<file path="src/rtl/maze_pkg.sv">
// ---------------------------------------------------------------------------
// maze_pkg
// Shared types and constants for the maze game-logic stage.
//   maze_state_t : controller FSM states
//   dir_t        : decoded button direction (one at a time, by priority)
//   MAZE_COLS/MAZE_ROWS : playfield size in blocks
//   ROM_ROW_SHIFT: the maze ROM stores 64 words per row
//   WALL_MASK    : colour bits of a ROM word; any set bit marks a wall
// ---------------------------------------------------------------------------
package maze_pkg;

  typedef enum logic [2:0] {
    ST_IDLE,
    ST_FETCH,
    ST_CHECK,
    ST_COOLDOWN,
    ST_WIN
  } maze_state_t;

  typedef enum logic [2:0] {
    DIR_NONE,
    DIR_UP,
    DIR_DOWN,
    DIR_LEFT,
    DIR_RIGHT
  } dir_t;

  localparam int          MAZE_COLS     = 40;
  localparam int          MAZE_ROWS     = 30;
  localparam int          ROM_ROW_SHIFT = 6;
  localparam logic [11:0] WALL_MASK     = 12'hFFF;

  // ROM word address of a block: col + (row << 6).
  function automatic logic [10:0] block_addr(input logic [5:0] col,
                                             input logic [5:0] row);
    return 11'(col) + (11'(row) << ROM_ROW_SHIFT);
  endfunction

endpackage

</file>
<file path="src/rtl/maze_controller.sv">
// ---------------------------------------------------------------------------
// maze_controller
// Game-logic stage ahead of the frame renderer. Turns held direction buttons
// into one-block moves, checks each target block against the shared maze ROM,
// rate-limits attempts with a cooldown counter and flags a win on the exit.
//
// Ports
//   clk, rst                          clock, synchronous active-high reset
//   i_up/i_down/i_left/i_right        debounced, level-sensitive buttons
//   i_restart                         1-cycle pulse: back to start, FSM IDLE
//   o_rom_en, o_rom_addr[10:0]        maze ROM read port (data next cycle)
//   i_rom_data[15:0]                  maze ROM word
//   o_player_bcol/o_player_brow[5:0]  player block position
//   o_exit_bcol/o_exit_brow[5:0]      fixed exit block
//   o_win                             high while in the WIN state
//   o_moves[9:0]                      successful-move count (saturating),
//                                     present only with MAZE_MOVE_COUNT_EN
//
// Build option: define MAZE_MOVE_COUNT_EN to add the o_moves counter.
// ---------------------------------------------------------------------------
module maze_controller
  import maze_pkg::*;
#(
  parameter int MOVE_TICKS = 25_000_000,
  parameter int START_BCOL = 1,
  parameter int START_BROW = 1,
  parameter int EXIT_BCOL  = 38,
  parameter int EXIT_BROW  = 28
) (
  input  logic        clk,
  input  logic        rst,
  input  logic        i_up,
  input  logic        i_down,
  input  logic        i_left,
  input  logic        i_right,
  input  logic        i_restart,
  output logic        o_rom_en,
  output logic [10:0] o_rom_addr,
  input  logic [15:0] i_rom_data,
  output logic [5:0]  o_player_bcol,
  output logic [5:0]  o_player_brow,
  output logic [5:0]  o_exit_bcol,
  output logic [5:0]  o_exit_brow,
  output logic        o_win
`ifdef MAZE_MOVE_COUNT_EN
  ,
  output logic [9:0]  o_moves
`endif
);

  localparam int                CNT_W    = $clog2(MOVE_TICKS);
  localparam logic [CNT_W-1:0]  CNT_LOAD = CNT_W'(MOVE_TICKS - 1);
  localparam logic [5:0]        START_C  = 6'(START_BCOL);
  localparam logic [5:0]        START_R  = 6'(START_BROW);
  localparam logic [5:0]        EXIT_C   = 6'(EXIT_BCOL);
  localparam logic [5:0]        EXIT_R   = 6'(EXIT_BROW);

  maze_state_t      state_q, state_d;
  logic [5:0]       pcol_q, pcol_d, prow_q, prow_d;
  logic [5:0]       tcol_q, tcol_d, trow_q, trow_d;
  logic [CNT_W-1:0] cnt_q, cnt_d;
  logic             rom_en_q;
  logic [10:0]      rom_addr_q;
  logic             win_q;

  dir_t             dir;
  logic             off_field;
  logic [5:0]       ncol, nrow;
  logic             is_wall;
  logic             at_exit;

  // Bits above the colour field carry no wall information.
  logic             unused_rom_hi;
  assign unused_rom_hi = ^i_rom_data[15:12];

  assign is_wall = (i_rom_data[11:0] & WALL_MASK) != 12'h000;
  assign at_exit = (pcol_q == EXIT_C) && (prow_q == EXIT_R);

  // Single direction by priority up > down > left > right, and its target.
  always_comb begin
    // NOTE: every signal driven here gets a default first, so no path can
    // leave it unassigned and infer a latch.
    dir       = DIR_NONE;
    off_field = 1'b0;
    ncol      = pcol_q;
    nrow      = prow_q;
    if      (i_up)    dir = DIR_UP;
    else if (i_down)  dir = DIR_DOWN;
    else if (i_left)  dir = DIR_LEFT;
    else if (i_right) dir = DIR_RIGHT;

    case (dir)
      DIR_UP: begin
        off_field = (prow_q == 6'd0);
        nrow      = prow_q - 6'd1;
      end
      DIR_DOWN: begin
        off_field = (prow_q == 6'(MAZE_ROWS - 1));
        nrow      = prow_q + 6'd1;
      end
      DIR_LEFT: begin
        off_field = (pcol_q == 6'd0);
        ncol      = pcol_q - 6'd1;
      end
      DIR_RIGHT: begin
        off_field = (pcol_q == 6'(MAZE_COLS - 1));
        ncol      = pcol_q + 6'd1;
      end
      default: ;
    endcase
  end

  // Next-state logic.
  always_comb begin
    state_d = state_q;
    pcol_d  = pcol_q;
    prow_d  = prow_q;
    tcol_d  = tcol_q;
    trow_d  = trow_q;
    cnt_d   = cnt_q;

    case (state_q)
      ST_IDLE: begin
        if (dir != DIR_NONE) begin
          if (off_field) begin
            // Off-field attempts skip the ROM but still pay the cooldown.
            cnt_d   = CNT_LOAD;
            state_d = ST_COOLDOWN;
          end else begin
            // Target frozen here; later button changes cannot alter it.
            tcol_d  = ncol;
            trow_d  = nrow;
            state_d = ST_FETCH;
          end
        end
      end
      ST_FETCH: state_d = ST_CHECK;
      ST_CHECK: begin
        if (!is_wall) begin
          pcol_d = tcol_q;
          prow_d = trow_q;
        end
        cnt_d   = CNT_LOAD;
        state_d = ST_COOLDOWN;
      end
      ST_COOLDOWN: begin
        if (cnt_q == '0) state_d = at_exit ? ST_WIN : ST_IDLE;
        else             cnt_d   = cnt_q - 1'b1;
      end
      ST_WIN:  ;
      default: state_d = ST_IDLE;
    endcase

    if (i_restart) begin
      state_d = ST_IDLE;
      pcol_d  = START_C;
      prow_d  = START_R;
      cnt_d   = '0;
    end
  end

  always_ff @(posedge clk) begin
    // NOTE: state registers use non-blocking assignments so every flop
    // samples the pre-edge values, independent of statement order.
    if (rst) begin
      state_q    <= ST_IDLE;
      pcol_q     <= START_C;
      prow_q     <= START_R;
      tcol_q     <= '0;
      trow_q     <= '0;
      cnt_q      <= '0;
      rom_en_q   <= 1'b0;
      rom_addr_q <= '0;
      win_q      <= 1'b0;
    end else begin
      state_q  <= state_d;
      pcol_q   <= pcol_d;
      prow_q   <= prow_d;
      tcol_q   <= tcol_d;
      trow_q   <= trow_d;
      cnt_q    <= cnt_d;
      // ROM port is registered: enable is high exactly during FETCH.
      rom_en_q <= (state_d == ST_FETCH);
      if (state_d == ST_FETCH) rom_addr_q <= block_addr(tcol_d, trow_d);
      win_q    <= (state_d == ST_WIN);
    end
  end

`ifdef MAZE_MOVE_COUNT_EN
  logic [9:0] moves_q, moves_d;

  always_comb begin
    moves_d = moves_q;
    if (state_q == ST_CHECK && !is_wall && moves_q != 10'h3FF)
      moves_d = moves_q + 10'd1;
    if (i_restart) moves_d = '0;
  end

  always_ff @(posedge clk) begin
    if (rst) moves_q <= '0;
    else     moves_q <= moves_d;
  end

  assign o_moves = moves_q;
`endif

  assign o_rom_en      = rom_en_q;
  assign o_rom_addr    = rom_addr_q;
  assign o_player_bcol = pcol_q;
  assign o_player_brow = prow_q;
  assign o_exit_bcol   = EXIT_C;
  assign o_exit_brow   = EXIT_R;
  assign o_win         = win_q;

endmodule
</file>
<file path="config.mk">
export PLATFORM = sky130hd
export DESIGN_NAME = maze_controller
export DESIGN_NICKNAME = d
export VERILOG_FILES = /design/src/rtl/maze_pkg.sv /design/src/rtl/maze_controller.sv
export SDC_FILE = /design/constraint.sdc
export NUM_CORES = 1
export LEC_CHECK = 0
export ABC_AREA = 1
export ABC_CLOCK_PERIOD_IN_PS = 6300
export CAP_MARGIN = 20
export CORE_UTILIZATION = 55
export CTS_CLUSTER_SIZE = 40
export DETAILED_ROUTE_END_ITERATION = 8
export DONT_BUFFER_PORTS = 1
export PLACE_DENSITY = 0.7
export SKIP_LAST_GASP = 1
export SLEW_MARGIN = 20
export SYNTH_ARGS = -nofsm -noshare
export SYNTH_HDL_FRONTEND = slang
export SYNTH_SLANG_ARGS = --single-unit
</file>
<file path="constraint.sdc">
create_clock -name clk -period 6.3 [get_ports clk]
set_clock_uncertainty 0.15 [all_clocks]
set_input_delay 1.26 -clock clk [delete_from_list [all_inputs] [get_ports clk]]
set_output_delay 1.26 -clock clk [all_outputs]
set_load 0.005 [all_outputs]
</file>
==> metrics.txt <==
# TYPE chip_impl_metric gauge
chip_impl_info{name="outcome",value="finished, final reports clean"} 1
chip_impl_metric{name="ctsHtreeMaxLevel",unit=""} 3
chip_impl_metric{name="post-route-period-util",unit=""} 0.4787
chip_impl_metric{name="y_dimension_of_the_die",unit="um"} 89.20
chip_impl_metric{name="start_util",unit=""} 0.5734
chip_impl_metric{name="clk_path_buf_depth",unit=""} 2
chip_impl_metric{name="io_pins",unit=""} 60
chip_impl_metric{name="total_negative_slack",unit="ns"} 0
chip_impl_info{name="timing.setup.critical_path_class",value="primary input to register"} 1
chip_impl_metric{name="routed-via-count",unit=""} 3953
chip_impl_metric{name="post_drt_wl_per_cell",unit="um"} 12.97
chip_impl_metric{name="final-setup-viol-count",unit=""} 0
chip_impl_metric{name="synth_area_per_cell",unit="um^2"} 6.413
chip_impl_metric{name="post_synth_and_or_nand_nor_area_fraction",unit=""} 0.3809
chip_impl_info{name="grt_setup_unrepaired",value="false"} 1
chip_impl_metric{name="mappedNetlistArea",unit="um^2"} 4182
chip_impl_metric{name="remaining_drc_errors",unit=""} 0
chip_impl_metric{name="comb_pwr_share",unit=""} 0.218
chip_impl_metric{name="globalRouteOverflowTotal",unit=""} 0
chip_impl_metric{name="synth-compound-area-share",unit=""} 0.1122
chip_impl_metric{name="synthesis.yosys.warnings",unit=""} 0
chip_impl_info{name="crit_path_cell_trace",value="nor2_2 > nand2_1 > ha_1 > a21oi_1 > nand2_1 > nand2_1 > nand3_1 > nand2_1 > nand3_1 > nand2_1 > nand3_1 > nand2_1 > nor2_1"} 1
chip_impl_metric{name="peakVddDrop",unit="V"} 0.0001553
chip_impl_metric{name="clock_power_share",unit=""} 0.331
chip_impl_metric{name="grt_max_degree",unit=""} 29
chip_impl_metric{name="power-per-cell-area",unit="nW/um^2"} 227.7
chip_impl_metric{name="p_seq_frac",unit=""} 0.452
chip_impl_metric{name="cap_viol_max_count",unit=""} 0
chip_impl_metric{name="cts_buffers",unit=""} 9
chip_impl_metric{name="postCtsResizedCells",unit=""} 0
chip_impl_metric{name="achievable-frequency",unit="MHz"} 331.6
chip_impl_metric{name="static-leakage-power",unit="nW"} 2.053
chip_impl_metric{name="critPathMaxStageDelay",unit="ns"} 0.43
chip_impl_info{name="start_kind",value="primary input"} 1
chip_impl_metric{name="synth_seq_cells",unit=""} 65
chip_impl_metric{name="cp.buffers_inverters",unit=""} 0
chip_impl_metric{name="seq_area_frac_synth",unit=""} 0.3112
chip_impl_metric{name="dpl.hpwl",unit="um"} 7118
chip_impl_metric{name="die-area",unit="um^2"} 7956
chip_impl_metric{name="via_per_inst",unit=""} 5.257
chip_impl_info{name="cts.root.buffer_cell",value="sky130_fd_sc_hd__clkbuf_8"} 1
chip_impl_metric{name="netSwitchingPower",unit="W"} 0.0003367
chip_impl_info{name="critical_path.slowest_cell",value="sky130_fd_sc_hd__ha_1"} 1
chip_impl_metric{name="port_buffers",unit=""} 0
chip_impl_metric{name="filler_cell_count",unit=""} 727
chip_impl_metric{name="ctsHoldBuffers",unit=""} 0
chip_impl_metric{name="cell_internal_pwr",unit="W"} 0.0006537
chip_impl_metric{name="grt_util_all_layers",unit=""} 0.2619
chip_impl_metric{name="area_growth_syn_to_layout",unit="%"} 4.010
chip_impl_info{name="critPathCaptureType",value="register"} 1
chip_impl_metric{name="cts_setup_buffers",unit=""} 0
chip_impl_info{name="largest_family_of_logic_cells_by_synthesized_area",value="simple AND/OR/NAND/NOR gates"} 1
chip_impl_metric{name="slew-limit-headroom",unit=""} 0.4991
chip_impl_metric{name="fp-row-count",unit=""} 31
chip_impl_metric{name="crit_path_max_fanout",unit=""} 7
chip_impl_metric{name="clkSlewWorstSetupHoldPaths",unit="ns"} 0.09
chip_impl_info{name="critical_path.top_delay_family",value="simple AND/OR/NAND/NOR gates"} 1
chip_impl_metric{name="worst_ep_arrival_time",unit="ns"} 3.12
chip_impl_metric{name="clkLatencyLatePin",unit="ns"} 0.35
chip_impl_metric{name="place.gp.congestion",unit=""} 0.8665
chip_impl_info{name="tritoncts",value="built"} 1
chip_impl_metric{name="report.power.total",unit="W"} 0.0009904
chip_impl_metric{name="cts.sinks",unit=""} 65
chip_impl_metric{name="synth.distinct_cells",unit=""} 39
chip_impl_metric{name="worst_pin_slew",unit="ns"} 0.7495
chip_impl_metric{name="timing.final.hold_violations",unit=""} 0
chip_impl_metric{name="synth-xor-area-share",unit=""} 0.03770
chip_impl_metric{name="cp.required",unit="ns"} 6.41
chip_impl_metric{name="drt.antenna.violating_nets",unit=""} 0
chip_impl_metric{name="post_synth_mux_area_share",unit=""} 0
chip_impl_metric{name="core-area",unit="um^2"} 7292
chip_impl_metric{name="via_count_of_the_first_global_routing_pass",unit=""} 3684
chip_impl_metric{name="initialDrtViolationCount",unit=""} 129
chip_impl_metric{name="fin_crit",unit="ns"} 3.016
chip_impl_metric{name="power.share.switching",unit=""} 0.3399
chip_impl_metric{name="diodes",unit=""} 0
chip_impl_metric{name="synth_cells",unit=""} 652
chip_impl_metric{name="drv_slew",unit=""} 0
chip_impl_info{name="critical-path-top-cell-by-count",value="sky130_fd_sc_hd__nand2_1"} 1
chip_impl_info{name="hold_path.class",value="register to register"} 1
chip_impl_metric{name="routed_wl",unit="um"} 9753
chip_impl_metric{name="grt_antenna_before_repair",unit=""} 0
chip_impl_metric{name="grt_first_pass_wirelength",unit="um"} 15970
chip_impl_metric{name="post_route_cells_drive_above_1_share",unit=""} 0.08576
chip_impl_metric{name="firstDrtPassIters",unit=""} 4
chip_impl_metric{name="die_width",unit="um"} 89.20
chip_impl_metric{name="yosys.area_share.adder",unit=""} 0.03950
chip_impl_metric{name="layout.nets",unit=""} 683
## cells in the mapped netlist (all sizes together)
| master | count | area, um^2 |
|---|---|---|
| conb | 2 | 7.510 |
| nand3b | 1 | 7.510 |
| fa | 2 | 40.04 |
| nor2 | 102 | 416.7 |
| nand2 | 177 | 691.9 |
| nor4 | 4 | 25.02 |
| o211ai | 3 | 22.52 |
| a211oi | 1 | 7.510 |
| dfxtp | 65 | 1301 |
| a31oi | 1 | 21.27 |
| buf | 22 | 170.2 |
| clkinv | 1 | 3.750 |
| or2 | 9 | 56.30 |
| a21oi | 51 | 259.0 |
| nand4 | 5 | 46.29 |
| inv | 78 | 295.3 |
| nor3 | 2 | 10.01 |
| nand3 | 59 | 320.3 |
| ha | 10 | 125.1 |
| clkbuf | 5 | 18.77 |
| xnor2 | 7 | 61.31 |
| xor2 | 11 | 96.34 |
| o21ai | 31 | 158.9 |
| and2 | 3 | 18.77 |
## kinds of logic after synthesis
logic type,count (synthesis)
and+or+nand+nor,362
buffers and inverters,106
AOI/OAI and AO/OA,87
DFF,65
xor gates and xnor gates,18
adders and majority gates,12
other,2
## stage by stage
stage                       util  hold WS [ns]  std cells  instance area, um^2  setup slack [ns]
final                     0.5964        0.3331        752                 4349             3.284
after global placement    0.5717        0.3073        736                 4169             2.972
after CTS                 0.5964        0.3282        752                 4349             3.293
after global routing      0.5964        0.3452        752                 4349             3.050
after floorplan                -        0.2950        662                 4219             3.285
after detailed placement  0.5717        0.3136        736                 4169             2.918
## per-layer routing
metal | global-route usage | vias to the layer above | part of all wire
li1 | - | 2030 | -
met1 | 0.2686 | 1803 | 0.40
met2 | 0.4976 | 91 | 0.53
met3 | 0.06833 | 29 | 0.045
met4 | 0.1154 | 0 | 0.031
met5 | 0 | - | 0
## state kept, by name (all words and copies together), names as in the netlist
signal         flops
o_player_brow      6
state_q            3
o_player_bcol      6
trow_q             6
o_win              1
cnt_q             25
tcol_q             6
o_rom_en           1
o_rom_addr        11
## power by group through the flow
stage | clock, W | sequential (W) | combinational (W)
3_5_place_dp | 0 | 0.000457 | 0.000214
6_report | 0.000327 | 0.000447 | 0.000216
2_1_floorplan | 0 | 0.000453 | 0.000186
3_3_place_gp | 0 | 0.000456 | 0.000209
5_1_grt | 0.000351 | 0.000450 | 0.000247
4_1_cts | 0.000332 | 0.000447 | 0.000215
## placed cells by master, fill, tap and decap left out, types with 2 or more instances in the layout
cell type,instances
sky130_fd_sc_hd__clkinvlp_4,4
sky130_fd_sc_hd__and2_1,2
sky130_fd_sc_hd__nand2_4,3
sky130_fd_sc_hd__inv_2,6
sky130_fd_sc_hd__nand3_1,54
sky130_fd_sc_hd__nor4_1,4
sky130_fd_sc_hd__conb_1,12
sky130_fd_sc_hd__dfxtp_1,65
sky130_fd_sc_hd__inv_1,71
sky130_fd_sc_hd__nor2_1,94
sky130_fd_sc_hd__clkinv_4,2
sky130_fd_sc_hd__xnor2_1,7
sky130_fd_sc_hd__xor2_1,11
sky130_fd_sc_hd__ha_1,10
sky130_fd_sc_hd__nand2_2,2
sky130_fd_sc_hd__or2_2,9
sky130_fd_sc_hd__nand4_1,4
sky130_fd_sc_hd__clkbuf_8,9
sky130_fd_sc_hd__nand2_1,172
sky130_fd_sc_hd__o21ai_1,5
sky130_fd_sc_hd__nand3_2,5
sky130_fd_sc_hd__buf_4,2
sky130_fd_sc_hd__fa_1,2
sky130_fd_sc_hd__nor3_1,2
sky130_fd_sc_hd__nor2_2,7
sky130_fd_sc_hd__o211ai_1,3
sky130_fd_sc_hd__a21oi_1,50
sky130_fd_sc_hd__o21ai_0,25
## worst paths after layout
| check | start | endpoint | depth (start not counted) | slack, ns |
|---|---|---|---|---|
| worst max-delay path | i_left | o_rom_addr[3]$_SDFFE_PP0N_ | 13 | 3.28 |
| worst min-delay path | tcol_q[4]$_SDFF_PP0_ | tcol_q[4]$_SDFF_PP0_ | 2 | 0.33 |
| worst max register to register | cnt_q[0]$_SDFFE_PP0P_ | cnt_q[20]$_SDFFE_PP0P_ | 13 | 3.99 |
| worst min register to register | tcol_q[4]$_SDFF_PP0_ | tcol_q[4]$_SDFF_PP0_ | 2 | 0.33 |
## final cells by class
class / instances / area (um^2) / share of cell area
clock buffers: 9 / 123.9 / 0.02848
clock inverters: 7 / 56.30 / 0.01295
inverters: 79 / 299.0 / 0.06876
multi-input cells: 491 / 2430 / 0.5587
flip-flops and latches: 65 / 1301 / 0.2992
well taps: 99 / 123.9 / 0.02848
repair buffers: 2 / 15.01 / 0.003452
## tightest hold or removal path: cells and delay by family (launching register included)
kind / cells / cell delay, ns
DFF: 1 / 0.31
AOI/OAI and AO/OA: 1 / 0.07
buffers and inverters: 1 / 0.07
No activity file was read; power rests on OpenSTA's default activity.
